**src/rtl/mem_arb_pkg.sv**
```systemverilog
// mem_arb_pkg: FSM state encoding, requester indices and the memory-controller
// request record shared by the arbiter and its grant selector.
package mem_arb_pkg;

    localparam int REQ_ICACHE = 0;
    localparam int REQ_DCACHE = 1;

    localparam int MC_ADDR_W = 28;

    typedef enum logic [2:0] {
        ST_IDLE  = 3'd0,
        ST_ISSUE = 3'd1,
        ST_WAIT  = 3'd2,
        ST_XFER  = 3'd3,
        ST_DONE  = 3'd4
    } arb_state_e;

    typedef struct packed {
        logic [MC_ADDR_W-1:0] addr;
        logic                 write;
        logic                 cacheID;
    } mc_req_t;

endpackage

```
**src/rtl/arb_grant_sel.sv**
```systemverilog
// arb_grant_sel: combinational grant choice. DCache outranks ICache unless the
// starvation override asks for ICache while it is requesting.
module arb_grant_sel
    import mem_arb_pkg::*;
#(
    parameter int NUM_REQ = 2
)
(
    input  logic [NUM_REQ-1:0] req_valid,
    input  logic               force_icache,
    output logic               gnt_any,
    output logic               gnt_idx,
    output logic [NUM_REQ-1:0] gnt_onehot
);

    always_comb begin
        gnt_any = |req_valid;
        gnt_idx = 1'(REQ_DCACHE);
        if (req_valid[REQ_ICACHE] && (force_icache || !req_valid[REQ_DCACHE]))
            gnt_idx = 1'(REQ_ICACHE);
        gnt_onehot = '0;
        if (gnt_any)
            gnt_onehot[gnt_idx] = 1'b1;
    end

endmodule

```
**src/rtl/mem_req_arbiter.sv**
```systemverilog
// mem_req_arbiter: serialises ICache/DCache line requests onto one memory controller.
// Define MEM_REQ_ARB_STARVE_GUARD_EN to bound how long ICache can be starved by DCache.
module mem_req_arbiter
    import mem_arb_pkg::*;
#(
    parameter int NUM_REQ      = 2,
    parameter int ADDR_W       = 28,
    parameter int PROG_W       = 10,
    parameter int STARVE_LIMIT = 4
)
(
    input  logic                      clk,
    input  logic                      rst,
    input  logic [NUM_REQ-1:0]        IN_req_valid,
    input  logic [NUM_REQ*ADDR_W-1:0] IN_req_addr,
    input  logic [NUM_REQ-1:0]        IN_req_write,
    output logic [NUM_REQ-1:0]        OUT_req_ready,
    output logic [NUM_REQ-1:0]        OUT_req_done,
    output logic [NUM_REQ-1:0]        OUT_req_abort,
    output logic [PROG_W-1:0]         OUT_progress,
    input  logic                      IN_flush,
    output logic                      OUT_MC_valid,
    output logic [ADDR_W-1:0]         OUT_MC_addr,
    output logic                      OUT_MC_write,
    output logic                      OUT_MC_cacheID,
    input  logic                      IN_MC_busy,
    input  logic                      IN_MC_cacheID,
    input  logic [PROG_W-1:0]         IN_MC_progress
);

    // The MC ID is a single bit, so exactly two requesters are supported.
    generate
        if (NUM_REQ != REQ_DCACHE + 1 || STARVE_LIMIT < 1 || ADDR_W < 1 ||
            ADDR_W > MC_ADDR_W || PROG_W < 1) begin : g_bad_params
            $error("mem_req_arbiter: unsupported parameter set");
        end
    endgenerate

    arb_state_e         state_q;
    arb_state_e         state_d;
    mc_req_t            mc_q;
    logic [NUM_REQ-1:0] abort_q;
    logic [NUM_REQ-1:0] owner_oh;
    logic [NUM_REQ-1:0] gnt_onehot;
    logic [ADDR_W-1:0]  sel_addr;
    logic               gnt_any;
    logic               gnt_idx;
    logic               force_icache;
    logic               grant_now;
    logic               issue_live;
    logic               mc_accept;

    arb_grant_sel #(.NUM_REQ(NUM_REQ)) u_grant_sel (
        .req_valid    (IN_req_valid),
        .force_icache (force_icache),
        .gnt_any      (gnt_any),
        .gnt_idx      (gnt_idx),
        .gnt_onehot   (gnt_onehot)
    );

    // Ready is a Mealy output of IDLE, so it is masked while reset is held.
    assign grant_now  = rst && (state_q == ST_IDLE) && gnt_any;
    assign issue_live = (state_q == ST_ISSUE) && !IN_flush;
    assign mc_accept  = issue_live && !IN_MC_busy;
    assign owner_oh   = NUM_REQ'(1) << mc_q.cacheID;
    assign sel_addr   = gnt_idx ? IN_req_addr[REQ_DCACHE*ADDR_W +: ADDR_W]
                                : IN_req_addr[REQ_ICACHE*ADDR_W +: ADDR_W];

    always_comb begin
        state_d = state_q;
        case (state_q)
            ST_IDLE:  if (gnt_any) state_d = ST_ISSUE;
            ST_ISSUE: begin
                if (IN_flush)
                    state_d = ST_IDLE;
                else if (mc_accept)
                    state_d = ST_WAIT;
            end
            // Another requester's transfer may still be draining; wait for ours.
            ST_WAIT:  if (IN_MC_busy && (IN_MC_cacheID == mc_q.cacheID)) state_d = ST_XFER;
            ST_XFER:  if (!IN_MC_busy) state_d = ST_DONE;
            ST_DONE:  state_d = ST_IDLE;
            default:  state_d = ST_IDLE;
        endcase
    end

    always_ff @(posedge clk or negedge rst) begin
        if (!rst) begin
            state_q <= ST_IDLE;
            mc_q    <= '0;
            abort_q <= '0;
        end else begin
            state_q <= state_d;
            abort_q <= ((state_q == ST_ISSUE) && IN_flush) ? owner_oh : '0;
            if (grant_now) begin
                mc_q.addr    <= MC_ADDR_W'(sel_addr);
                mc_q.write   <= IN_req_write[gnt_idx];
                mc_q.cacheID <= gnt_idx;
            end
        end
    end

`ifdef MEM_REQ_ARB_STARVE_GUARD_EN
    localparam int CNT_W = $clog2(STARVE_LIMIT + 1);

    logic [CNT_W-1:0] starve_cnt_q;

    assign force_icache = (starve_cnt_q == CNT_W'(STARVE_LIMIT));

    // Counts DCache wins that left a waiting ICache request behind.
    always_ff @(posedge clk or negedge rst) begin
        if (!rst) begin
            starve_cnt_q <= '0;
        end else if (grant_now) begin
            if (gnt_idx == 1'(REQ_ICACHE))
                starve_cnt_q <= '0;
            else if (IN_req_valid[REQ_ICACHE])
                starve_cnt_q <= starve_cnt_q + CNT_W'(1);
        end
    end
`else
    assign force_icache = 1'b0;
`endif

    assign OUT_req_ready  = grant_now ? gnt_onehot : '0;
    assign OUT_req_done   = (state_q == ST_DONE) ? owner_oh : '0;
    assign OUT_req_abort  = abort_q;
    assign OUT_progress   = (state_q == ST_XFER) ? IN_MC_progress : '0;
    assign OUT_MC_valid   = issue_live;
    assign OUT_MC_addr    = mc_q.addr[ADDR_W-1:0];
    assign OUT_MC_write   = mc_q.write;
    assign OUT_MC_cacheID = mc_q.cacheID;

endmodule

```
**config.mk**
```make
export PLATFORM = sky130hd
export DESIGN_NAME = mem_req_arbiter
export DESIGN_NICKNAME = d
export VERILOG_FILES = /design/src/rtl/mem_arb_pkg.sv /design/src/rtl/arb_grant_sel.sv /design/src/rtl/mem_req_arbiter.sv
export SDC_FILE = /design/constraint.sdc
export NUM_CORES = 1
export LEC_CHECK = 0
export CORE_AREA = 10 10 98 74
export CTS_CLUSTER_DIAMETER = 100
export DETAILED_ROUTE_END_ITERATION = 10
export DIE_AREA = 0 0 108 84
export PLACE_DENSITY_LB_ADDON = 0.05
export SLEW_MARGIN = 20
export SYNTH_ARGS = -nofsm -noshare
export SYNTH_HDL_FRONTEND = slang
export SYNTH_SLANG_ARGS = --single-unit
export TNS_END_PERCENT = 20
```
**constraint.sdc**
```tcl
create_clock -name clk -period 1.91 [get_ports clk]
set_input_delay 0.382 -clock clk [delete_from_list [all_inputs] [get_ports clk]]
set_output_delay 0.382 -clock clk [all_outputs]
set_load 0.02 [all_outputs]
```
==> key figures, run 1 <==
STA
  – WHS: 0.2415 ns
  – Max Transition Viols Final: 0
  – Final-report hold violation count: 0
  – Min Tclk post-route: 1.870 ns
  – Worst Skew: 0.006721 ns
  – Rel. slew slack: 70.31%
  – F_max: 534.9 MHz
  – RSZ-0062 raised after global routing: true
  – Final setup TNS: 0 ns
  – Final period util: 97.89%
  – Final setup violation count: 0
  – Tightest Pin Transition: 0.4453 ns

Cells and area
  – Area occupied by multi-input gates: 902.1 sq um
  – Post-Layout Cell Count: 417
  – Area Growth Syn to Fin: 76.07%
  – Fin nets: 416
  – Most frequent cells in the layout: clkdlybuf4s50_1, nand3_1, dfrtp_1
  – Antenna Cells: 0
  – Share of layout cells above drive strength 1: 15.50%
  – Register area: 877.1 sq um
  – Most common cell after layout, fill and taps aside: clkdlybuf4s50_1
  – Fillers: 491

Route
  – Antenna Nets Post-Route: 0
  – Routed WL: 7.065 mm
  – DRC viols: 0
  – Router iterations before antenna repair: 4
  – Via/cell ratio: 5.046
  – Total number of vias: 2104
  – Wire length per cell: 16.94 um
  – 1st-iter DRT viols: 132

Floorplanning
  – Core region area: 5497 sq um
  – Die H: 84 um
  – Starting Density: 34.44%
  – Ports: 122
  – Row cnt: 23
  – Die Wd: 108 um
  – DIE AREA: 9072 sq um

Power
  – LEAKAGE: 1.430 nW
  – P per Cell Area: 1325 nW/um^2
  – Peak supply drop: 0.0006467 V

Synthesis
  – Synth warn: 0
  – Avg Inst Size Synth: 8.972 sq um
  – Mapped Area: 1893 sq um
  – Netlist cell types: 26
  – Sequential area share after synthesis: 46.27%
  – Syn Nets: 286
  – Mapped Cells: 211
  – Seq cells post-synth: 35

Clock network
  – Total CTS buffers: 5
  – Clock transition at the registers of the reported paths: 0.07 ns
  – TritonCTS clock tree: built
  – # hold bufs at CTS: 0
  – Clk sinks: 35
  – Post CTS Setup Buffer Count: 0
  – CTS max path bufs: 2
  – Clk root buf: clkbuf_8
  – H-tree depth: 2
  – Worst-Skew Late Latency: 0.28 ns

Run
  – Max-cap violations: 0

Global routing
  – Pin count of the biggest net entering global routing: 36
  – GRT Residual Overflow: 0
  – Tot GR Track Use: 14.90%
  – Vias in the first global route: 2071
  – First-pass GRT wire length: 11.03 mm
  – Initial antenna violation count: 0

Placement
  – Input/output buffers: 121
  – Routability Congestion: 0.8046
  – Hpwl dp: 5.431 mm
  – Placed insts: 409

Status
  – Status: finished clean

Critical path
  – Reg-to-reg critical path endpoint: OUT_MC_addr[16]
  – Crit-path max FO: 4
  – R2r startpoint: state_q[2]
  – WP data required: 1.53 ns
  – R2r setup slk: 0.29 ns
  – CP arrival: 1.49 ns
  – Worst Reg-to-Reg Cells: 5
  – Critical Path Start Type: flop
  – Setup Crit Path Kind: flop to output port
  – CP Capture Type: output port

Worst hold path
  – Worst hold path class: input port to async pin
power breakdown:
| part | switching (mW) | total, mW | internal, mW |
|---|---|---|---|
| Sequential | 0.293 | 1.40 | 1.11 |
| Clock | 0.246 | 0.502 | 0.256 |
| Combinational | 1.29 | 2.51 | 1.22 |
per-layer routing:
layer | track usage, % | up-vias | part of all wire, %
li1 | - | 1035 | -
met1 | 17.67 | 1002 | 41
met4 | 2.542 | 0 | 0.54
met5 | 0 | - | 0
met2 | 24.78 | 61 | 51
met3 | 6.019 | 6 | 8.1
per-stage QoR:
| stage | util [%] | instance area (sq um) | setup WS [ns] | total power, mW |
|---|---|---|---|---|
| floorplan | - | 1893 | 0.1575 | 2.660 |
| global placement | 59.96 | 3296 | -0.1456 | 3.943 |
| detailed placement | 59.96 | 3296 | -0.2098 | 3.970 |
| CTS | 60.57 | 3329 | 0.01210 | 4.463 |
| global route | 60.64 | 3333 | -0.02020 | 4.741 |
| finish | 60.64 | 3333 | 0.04039 | 4.416 |
final cells by class:
type	instances	area share, %
repair buffers	145	41.14
multi-input cells	152	27.06
flip-flops and latches	35	26.31
well taps	75	2.815
clock buffers	7	2.290
inverters	2	0.2252
clock inverters	1	0.1502
worst max-delay path: stages, from the launching register on:
cell     delay (ns)
dfrtp_2        0.44
nor4b_4        0.36
buf_4          0.17
and2_4         0.14
buf_6          0.11
cell usage after synthesis, drive strengths merged:
master	instances	area, sq um
nand3	59	295.3
dfrtp	35	875.8
nand2	30	112.6
a32oi	29	254.0
and2	11	68.82
buf	11	78.82
clkbuf	11	41.29
nor2	5	18.77
and3	2	12.51
inv	2	7.510
nor2b	2	12.51
o21ai	2	10.01
a21o	1	7.510
a21oi	1	5.000
a31oi	1	6.260
nand2b	1	6.260
nand4	1	6.260
nor3b	1	7.510
nor4	1	6.260
nor4b	1	23.77
or3	1	6.260
or4	1	7.510
or4b	1	13.76
xnor2	1	8.760
worst max-delay path by stage:
stage	cells past startpoint	end	from
2_1_floorplan	5	OUT_req_ready[0]	state_q[2]
3_3_place_gp	4	OUT_req_ready[0]	IN_req_valid[0]
3_5_place_dp	5	OUT_progress[8]	state_q[0]
4_1_cts	4	OUT_MC_valid	state_q[0]
5_1_grt	4	OUT_req_ready[0]	state_q[0]
6_report	4	OUT_req_ready[1]	state_q[0]
flip-flops by register name, summed over array words and instances, names as in the netlist:
name	cells
OUT_req_abort	2
OUT_MC_write	1
state_q	3
OUT_MC_cacheID	1
OUT_MC_addr	28
repair_timing:
action / in CTS / in global routing
gates resized for setup: 59 / 10
pin swaps: 1 / 0
setup endpoints to repair: 15 / 15
cells by family (layout without fill, tap and decap cells):
group	Yosys count	count (layout)	synth area share, %
AOI/OAI and AO/OA	34	34	14.94
xor gates and xnor gates	1	1	0.4627
buffers and inverters	24	155	6.741
DFF	35	35	46.27
and+or+nand+nor	117	117	31.59
No activity file was read; power rests on OpenSTA's default activity.
==> inputs of run 2 (changes only) <==
Settings changed: CORE_AREA 10 10 98 74 to 10 10 102 77, DIE_AREA 0 0 108 84 to 0 0 112 87.
Clock period 1.91 ns to 1.57 ns, I/O delays scaled along.
==> key figures, run 2 (synthesized netlist as in run 1, its figures left out) <==
Status
  – Status: finished with violations (was finished clean)
  – Failing checks: setup timing

Cells and area
  – Max reg flops: 28 (unchanged)
  – Fin nets: 422 (was 416)
  – Share of layout cells above drive strength 1: 22.41% (was 15.50%)
  – Most common cell after layout, fill and taps aside: clkdlybuf4s50_1 (unchanged)
  – Most frequent cells in the layout: clkdlybuf4s50_1, nand3_1, dfrtp_1 (unchanged)
  – Area Growth Syn to Fin: 87.05% (was 76.07%)
  – Antenna Cells: 0 (unchanged)

Clock network
  – TritonCTS clock tree: built (unchanged)
  – Worst-Skew Late Latency: 0.29 ns (was 0.28 ns)
  – Clock transition at the registers of the reported paths: 0.07 ns (about the same)
  – Clk root buf: clkbuf_8 (unchanged)
  – H-tree depth: 2 (unchanged)
  – Total CTS buffers: 5 (unchanged)
  – CTS max path bufs: 2 (unchanged)
  – Clk sinks: 35 (unchanged)
  – # hold bufs at CTS: 0 (unchanged)

Placement
  – Routability Congestion: 0.8125 (was 0.8046)
  – Hpwl dp: 5.534 mm (was 5.431 mm)
  – Input/output buffers: 121 (unchanged)

Route
  – 1st-iter DRT viols: 138 (was 132)
  – Total number of vias: 2149 (was 2104)
  – Via/cell ratio: 5.045 (was 5.046)
  – Antenna Nets Post-Route: 0 (unchanged)
  – Wire length per cell: 18.28 um (was 16.94 um)
  – Router iterations before antenna repair: 4 (unchanged)
  – DRC viols: 0 (unchanged)
  – Routed WL: 7.786 mm (was 7.065 mm)

STA
  – Rel. slew slack: 69.35% (was 70.31%)
  – Final setup violation count: 44 (was 0)
  – Final setup TNS: -5.389 ns (was 0 ns)
  – Worst Setup Slack, final: -0.2052 ns (was 0.04039 ns)
  – F_max: 563.3 MHz
  – Worst Skew: 0.006387 ns (was 0.006721 ns)
  – Max Transition Viols Final: 0 (unchanged)
  – Final-report hold violation count: 0 (unchanged)
  – Min Tclk post-route: 1.775 ns
  – RSZ-0062 raised after global routing: true (unchanged)
  – Tightest Pin Transition: 0.4598 ns (was 0.4453 ns)
  – Final period util: 113.1%

Critical path
  – WP data required: 1.26 ns (was 1.53 ns)
  – R2r startpoint: state_q[0] (was state_q[2])
  – Reg-to-reg critical path endpoint: OUT_MC_addr[5] (was OUT_MC_addr[16])
  – Setup Crit Path Kind: flop to output port (unchanged)
  – CP arrival: 1.46 ns (was 1.49 ns)
  – Critical Path Start Type: flop (unchanged)
  – Crit path capture: OUT_progress[9] (was OUT_req_ready[1])
  – Crit path from: state_q[0] (unchanged)
  – R2r setup slk: -0.12 ns (was 0.29 ns)
  – CP Capture Type: output port (unchanged)
  – Worst Reg-to-Reg Cells: 6 (was 5)
  – Crit-path max FO: 5 (was 4)

Power
  – P per Cell Area: 1543 nW/um^2 (was 1325 nW/um^2)
  – LEAKAGE: 1.566 nW (was 1.430 nW)
  – Peak supply drop: 0.0006819 V (was 0.0006467 V)
  – PnR Total Power: 5.463 mW (was 4.416 mW)

Floorplanning
  – Core region area: 5976 sq um (was 5497 sq um)
  – Die H: 87 um (was 84 um)
  – Ports: 122 (unchanged)
  – Die Wd: 112 um (was 108 um)
  – Starting Density: 31.68% (was 34.44%)
  – Row cnt: 24 (was 23)
  – DIE AREA: 9744 sq um (was 9072 sq um)

Global routing
  – First-pass GRT wire length: 12.41 mm (was 11.03 mm)
  – Vias in the first global route: 2265 (was 2071)
  – GRT Residual Overflow: 0 (unchanged)
  – Tot GR Track Use: 15.44% (was 14.90%)
  – Initial antenna violation count: 0 (unchanged)
  – Pin count of the biggest net entering global routing: 59 (was 36)

Run
  – Max-cap violations: 0 (unchanged)

Worst hold path
  – Worst hold path class: input port to async pin (unchanged)
run 2: changes by cell type in the layout (fill, tap and decap cells not counted), sizes merged:
| cell | previous run | this run |
|---|---|---|
| dlygate4sd2 | 0 | 30 |
| clkbuf | 10 | 5 |
| dlymetal6s2s | 0 | 1 |
| clkinv | 1 | 3 |
| buf | 37 | 46 |
| clkdlybuf4s50 | 105 | 74 |
run 2: per-stage QoR:
stage | util [%] | cell area, sq um | worst slack (ns) | cells | hold slack, ns
floorplan | - | 1914 | 0.01165 | 211 | 0.01841
global placement | 55.42 | 3312 | -0.4145 | 410 | 0.4733
detailed placement | 55.42 | 3312 | -0.4273 | 410 | 0.4768
CTS | 58.61 | 3502 | -0.2016 | 423 | 0.1900
global route | 59.25 | 3541 | -0.2741 | 426 | 0.2254
finish | 59.25 | 3541 | -0.2052 | 426 | 0.1803
run 2: how the worst min path moves through the flow:
stage | slack (ns) | to
final | 0.18 | state_q[2]
after global routing | 0.23 | OUT_MC_addr[17]
after CTS | 0.19 | OUT_MC_addr[12]
after global placement | 0.47 | OUT_req_abort[0]
after detailed placement | 0.48 | OUT_req_abort[0]
after floorplan | 0.02 | OUT_MC_addr[0]
run 2: worst max-delay path, cell delays in order, from the launching register on:
cell and delay, ns:
dfrtp_1 0.43, inv_2 0.07, nor3b_4 0.27, buf_6 0.16, and2_4 0.14, buf_6 0.11
run 2: per-layer routing:
metal | wire, um | track usage (%) | vias up | share of wire, %
li1 | - | - | 1051 | -
met1 | 3449 | 18.97 | 1022 | 44
met2 | 3770 | 25.45 | 67 | 48
met3 | 473 | 5.165 | 9 | 6.1
met4 | 92 | 4.138 | 0 | 1.2
met5 | 0 | 0 | - | 0
run 2: final cells by class:
cell class / count / area [sq um]
inverters: 2 / 7.507
fillers: 531 / 2435
multi-input cells: 152 / 973.4
flip-flops and latches: 35 / 878.3
repair buffers: 151 / 1500
clock inverters: 3 / 15.01
well taps: 78 / 97.59
clock buffers: 5 / 68.82
run 2: report_power, final:
group | leakage (nW) | switching, mW | internal [mW]
sequential | 0.407 | 0.349 | 1.35
clock | 0.0477 | 0.335 | 0.304
combinational | 1.11 | 1.69 | 1.44
run 2: repair_timing:
| item | 4_1_cts | 5_1_grt |
|---|---|---|
| resized for setup | 146 | 6 |
| setup buffers | 4 | 3 |
| pin swaps | 16 | 22 |
| endpoints found under the setup margin | 74 | 45 |
| cloned | 1 | 0 |
